==> config.mk <==
export PLATFORM = sky130hd
export DESIGN_NAME = core_rf_sr_stack
export DESIGN_NICKNAME = d
export VERILOG_FILES = /design/src/rtl/core_rf_sr_stack.sv
export SDC_FILE = /design/constraint.sdc
export NUM_CORES = 1
export LEC_CHECK = 0
export ABC_AREA = 0
export CAP_MARGIN = 10
export CORE_UTILIZATION = 35
export CTS_BUF_LIST = sky130_fd_sc_hd__clkbuf_4 sky130_fd_sc_hd__clkbuf_8
export CTS_CLUSTER_SIZE = 16
export DETAILED_ROUTE_END_ITERATION = 12
export GPL_TIMING_DRIVEN = 1
export PLACE_DENSITY = 0.67
export REMOVE_ABC_BUFFERS = 1
export SYNTH_ARGS = -nofsm -noshare
export SYNTH_HDL_FRONTEND = slang
export SYNTH_SLANG_ARGS = --single-unit
==> constraint.sdc <==
create_clock -name clk_i -period 2 [get_ports clk_i]
set_clock_uncertainty 0.15 [all_clocks]
set_input_delay 0.4 -clock clk_i [delete_from_list [all_inputs] [get_ports clk_i]]
set_output_delay 0.4 -clock clk_i [all_outputs]
set_load 0.05 [all_outputs]
==> src/rtl/core_rf_sr_stack.sv <==
// Status register (flags, mode, interrupt enable) with a hardware shadow stack
// for nested exceptions. SR layout is {flag, mode, i}, with i at bit 0.
// Define SR_STACK_ERR_EN to get sticky overflow/underflow error registers.
// Without it, both error outputs are tied to 0.
module core_rf_sr_stack #(
  parameter int unsigned FLAG_W   = 4,
  parameter int unsigned MODE_W   = 2,
  parameter int unsigned DEPTH    = 4,
  parameter int unsigned RST_MODE = 0,
  parameter int unsigned EXC_MODE = 1,
  localparam int unsigned SR_W    = FLAG_W + MODE_W + 1,
  localparam int unsigned DEP_W   = $clog2(DEPTH + 1)
) (
  input  logic              clk_i,
  input  logic              rst_i,
  input  logic [FLAG_W-1:0] flag_i,
  input  logic              write_sr_i,
  input  logic [SR_W-1:0]   wb_sr_i,
  input  logic              write_mode_i,
  input  logic [MODE_W-1:0] mode_i,
  input  logic              write_i_i,
  input  logic              i_i,
  input  logic              exc_entry_i,
  input  logic              exc_return_i,
  input  logic              err_clr_i,
  output logic [SR_W-1:0]   sr_o,
  output logic [DEP_W-1:0]  depth_o,
  output logic              stack_full_o,
  output logic              stack_empty_o,
  output logic              stack_ovf_o,
  output logic              stack_unf_o
);

  localparam int unsigned IDX_W = (DEPTH > 1) ? $clog2(DEPTH) : 1;
  localparam logic [MODE_W-1:0] RstModeV = MODE_W'(RST_MODE);
  localparam logic [MODE_W-1:0] ExcModeV = MODE_W'(EXC_MODE);

  logic [SR_W-1:0]  sr_q, sr_d;
  logic [DEP_W-1:0] depth_q, depth_d;
  logic [SR_W-1:0]  stack_q [DEPTH];

  logic             full, empty;
  logic             push_en;
  logic             ovf_set, unf_set;
  logic [IDX_W-1:0] push_idx, pop_idx;

  assign full     = (depth_q == DEP_W'(DEPTH));
  assign empty    = (depth_q == '0);
  assign push_idx = depth_q[IDX_W-1:0];
  assign pop_idx  = IDX_W'(depth_q - DEP_W'(1));

  // Next-SR selection and stack pointer update; exceptions take priority over writes.
  always_comb begin
    sr_d    = sr_q;
    depth_d = depth_q;
    push_en = 1'b0;
    ovf_set = 1'b0;
    unf_set = 1'b0;
    if (exc_entry_i) begin
      // SR enters exception mode even when the push is refused.
      sr_d = {flag_i, ExcModeV, 1'b0};
      if (full) begin
        ovf_set = 1'b1;
      end else begin
        push_en = 1'b1;
        depth_d = depth_q + DEP_W'(1);
      end
    end else if (exc_return_i) begin
      if (empty) begin
        unf_set = 1'b1;
      end else begin
        sr_d    = stack_q[pop_idx];
        depth_d = depth_q - DEP_W'(1);
      end
    end else if (write_sr_i) begin
      sr_d = wb_sr_i;
    end else begin
      sr_d = {flag_i,
              write_mode_i ? mode_i : sr_q[MODE_W:1],
              write_i_i ? i_i : sr_q[0]};
    end
  end

  // SR and depth registers with synchronous reset.
  always_ff @(posedge clk_i) begin
    if (rst_i) begin
      sr_q    <= {{FLAG_W{1'b0}}, RstModeV, 1'b0};
      depth_q <= '0;
    end else begin
      sr_q    <= sr_d;
      depth_q <= depth_d;
    end
  end

  // Stack storage; contents need no reset because depth alone marks validity.
  always_ff @(posedge clk_i) begin
    if (!rst_i && push_en) begin
      stack_q[push_idx] <= sr_q;
    end
  end

`ifdef SR_STACK_ERR_EN
  logic ovf_q, unf_q;

  // Sticky errors; a new error beats a coincident clear.
  always_ff @(posedge clk_i) begin
    if (rst_i) begin
      ovf_q <= 1'b0;
      unf_q <= 1'b0;
    end else begin
      if (ovf_set)        ovf_q <= 1'b1;
      else if (err_clr_i) ovf_q <= 1'b0;
      if (unf_set)        unf_q <= 1'b1;
      else if (err_clr_i) unf_q <= 1'b0;
    end
  end

  assign stack_ovf_o = ovf_q;
  assign stack_unf_o = unf_q;
`else
  logic unused_err;
  assign unused_err  = err_clr_i ^ ovf_set ^ unf_set;
  assign stack_ovf_o = 1'b0;
  assign stack_unf_o = 1'b0;
`endif

  assign sr_o          = sr_q;
  assign depth_o       = depth_q;
  assign stack_full_o  = full;
  assign stack_empty_o = empty;

endmodule

==> reports/metrics.csv <==
stage;metric;value;unit
clock_network;htree_levels;2;
timing;timing.fmax;0.5355;GHz
global_routing;grt_pass1_wl;6.196;mm
timing;final.period_utilization;0.9337;
power_and_ir_drop;power.leakage;0.9186;nW
timing;slew_violations;0;
die;die_x;74.07;um
worst_hold_path;hold_end;stack_q[0][4];
timing;tns;0;ns
synth;netlist_instances;138;
synth;yosysTopAreaCell;edfxtp_1;
placed_design;io_buffer_count;32;
clock_network;cts-buffers-inserted;5;
synth;synth_top_area_frac;0.4625;
power_and_ir_drop;power;2.833;mW
critical_path;end_kind;output pin;
layout;nets;216;
critical_path;timing.rr.end;stack_q[3][5];
synth;synth_area;1818;um2
global_routing;overflow;0;
synth;synthTopCellsByArea;edfxtp_1 (46%), dfxtp_1 (11%), mux4_2 (6.2%), ha_1 (3.4%), mux2i_1 (3.3%);
power_and_ir_drop;peakVddDrop;0.0007815;V
synth;seq_area_frac_synth;0.5726;
layout;layout-drive-gt1-share;0.2684;
global_routing;grt_pass1_vias;1288;
worst_hold_path;hp-class;reg2reg;
clock_network;cts_hold_buf;0;
die;rows;25;
power_and_ir_drop;powerDensity;1177;nW/um2
worst_hold_path;hold_depth;0;
critical_path;arrival;1.32;ns
layout;area_growth;32.42;%
drt;ant_nets;0;
timing;hold_violations;0;
run;drv_cap;0;
synth;synth_most_common_cell;edfxtp_1;
placed_design;dpl.hpwl;2.875;mm
clock_network;cts_root_buf;clkbuf_8;
drt;vias_per_cell;4.996;
critical_path;reg2reg_slack;0.17;ns
clock_network;worstSkewPairLatency;0.29;ns
global_routing;track_usage;0.1583;
synth;async_flop_share;0;
drt;vias;1284;
drt;drc_errors;0;
drt;drt_iter0_markers;36;
critical_path;cp-start-kind;register;
clock_network;cts.sinks;38;
layout;diodes;0;
layout;fin_cells;257;
timing;layout_min_cycle_time;1.867;ns
die;fp.dieH;74.07;um
critical_path;reg2reg_from;depth_o[1];
critical_path;crit_type;reg2out;
placed_design;place_inst;249;
critical_path;r2r_cells;7;
global_routing;antenna_found_initial;0;
die;start_util;0.3750;
critical_path;worstPathMaxFanout;8;
synth;synth_edf_count;28;
synth;synth_top_flop_cell;edfxtp_1;
clock_network;clockBufferDepth;2;
worst_hold_path;min_from;sr_o[4];
timing;hold_slack;0.3759;ns
die;ioPinCount;36;
global_routing;grt_max_degree;17;
die;dieArea;5486;um2
placed_design;gp_congestion;0.8526;
synth;synth_top_cells_by_count;edfxtp_1 (28), dfxtp_1 (10), and2_1 (8), nor2_1 (8);
drt;firstDrtPassIters;4;
timing;setup_viol_count_final;0;
synth;ys.warnings.count;0;
synth;ys_ff_latch;38;
synth;synth_cell_types;38;
clock_network;cts_tree;built;
synth;syn-mean-instance-area;13.17;um2
status;outcome;complete, no violations;
die;core-area;4848;um2
critical_path;critPathRequiredTime;1.45;ns
clock_network;cts.clk_slew.worst_paths;0.07;ns
drt;wl_per_cell;14.93;um
drt;postRouteWirelength;3.836;mm
timing;rsz0062_at_grt;no;
[worst max-delay path, stage by stage, from the launching register on]
cell,delay [ns]
dfxtp_1,0.31
inv_1,0.14
ha_4,0.19
and2b_1,0.18
buf_4,0.21
[per-layer routing]
metal	wire (um)	global-route usage	part of all wire
met5	0	0	0
met1	1604	0.1826	0.42
met4	63	0.08333	0.016
met2	1961	0.2727	0.51
met3	207	0.03794	0.054
[worst max path at each step]
stage / from / to / cells after the start
floorplan: depth_o[0] / stack_q[1][0] / 6
global placement: exc_entry_i / stack_q[3][4] / 5
detailed placement: exc_entry_i / stack_q[3][4] / 5
CTS: depth_o[1] / stack_full_o / 5
global route: depth_o[1] / stack_full_o / 5
finish: depth_o[1] / stack_empty_o / 4
[kinds of logic (layout without fill, tap and decap cells)]
kind of cell | count (synthesis) | after routing | share of synthesized area
flip-flops | 38 | 38 | 0.5726
AND/OR/NAND/NOR | 37 | 37 | 0.1081
AO/OA/AOI/OAI | 25 | 25 | 0.09290
buffers and inverters | 16 | 67 | 0.05024
multiplexers | 14 | 14 | 0.1301
adder cells (fa/ha/maj) | 5 | 5 | 0.03441
XOR/XNOR | 2 | 2 | 0.009637
other | 1 | 2 | 0.002063
[area by class of cell]
type	count	area (um2)
inverters	5	18.77
repair buffers	54	471.7
flip-flops and latches	38	1041
multi-input cells	85	706.9
well taps	67	83.83
clock buffers	6	76.32
clock inverters	2	8.758
fillers	424	2441
[cells in the final DEF (no fill, tap or decap), types with 3 or more instances in the layout]
cell / Yosys / final
buf_4: 3 / 32
edfxtp_1: 28 / 28
clkdlybuf4s50_1: 0 / 20
dfxtp_1: 10 / 10
and2_1: 8 / 8
nor2_1: 8 / 8
nand2_1: 6 / 6
mux2i_1: 6 / 6
inv_1: 5 / 5
mux4_2: 5 / 5
clkbuf_8: 0 / 5
nor3_1: 5 / 4
nand3_1: 4 / 4
o21ai_1: 4 / 4
a31oi_1: 4 / 4
ha_1: 5 / 4
a21oi_1: 3 / 3
o21ai_0: 3 / 3
[flip-flops by register name, summed over array words and instances, names as in the netlist]
| name | flops |
|---|---|
| depth_o | 3 |
| stack_q | 28 |
| sr_o | 7 |
[power breakdown]
group | total (mW) | internal, mW | switching, mW
Clock | 0.503 | 0.253 | 0.250
Combinational | 1.30 | 0.587 | 0.717
Sequential | 1.03 | 0.968 | 0.0579
Total | 2.83 | 1.81 | 1.03
[repair_timing]
action	4_1_cts	5_1_grt
gates resized for setup	2	2
setup buffers	0	0
hold endpoints to repair	0	0
endpoints found under the setup margin	23	4
[per-stage QoR]
stage | area (um2) | utilization | setup WS (ns)
after floorplan | 1749 | - | -0.7907
after CTS | 2394 | 0.4937 | 0.03780
after global placement | 2301 | 0.4746 | -0.08332
after global routing | 2407 | 0.4965 | 0.01117
final | 2407 | 0.4965 | 0.1326
after detailed placement | 2301 | 0.4746 | -0.1459
No activity file was read; power rests on OpenSTA's default activity.
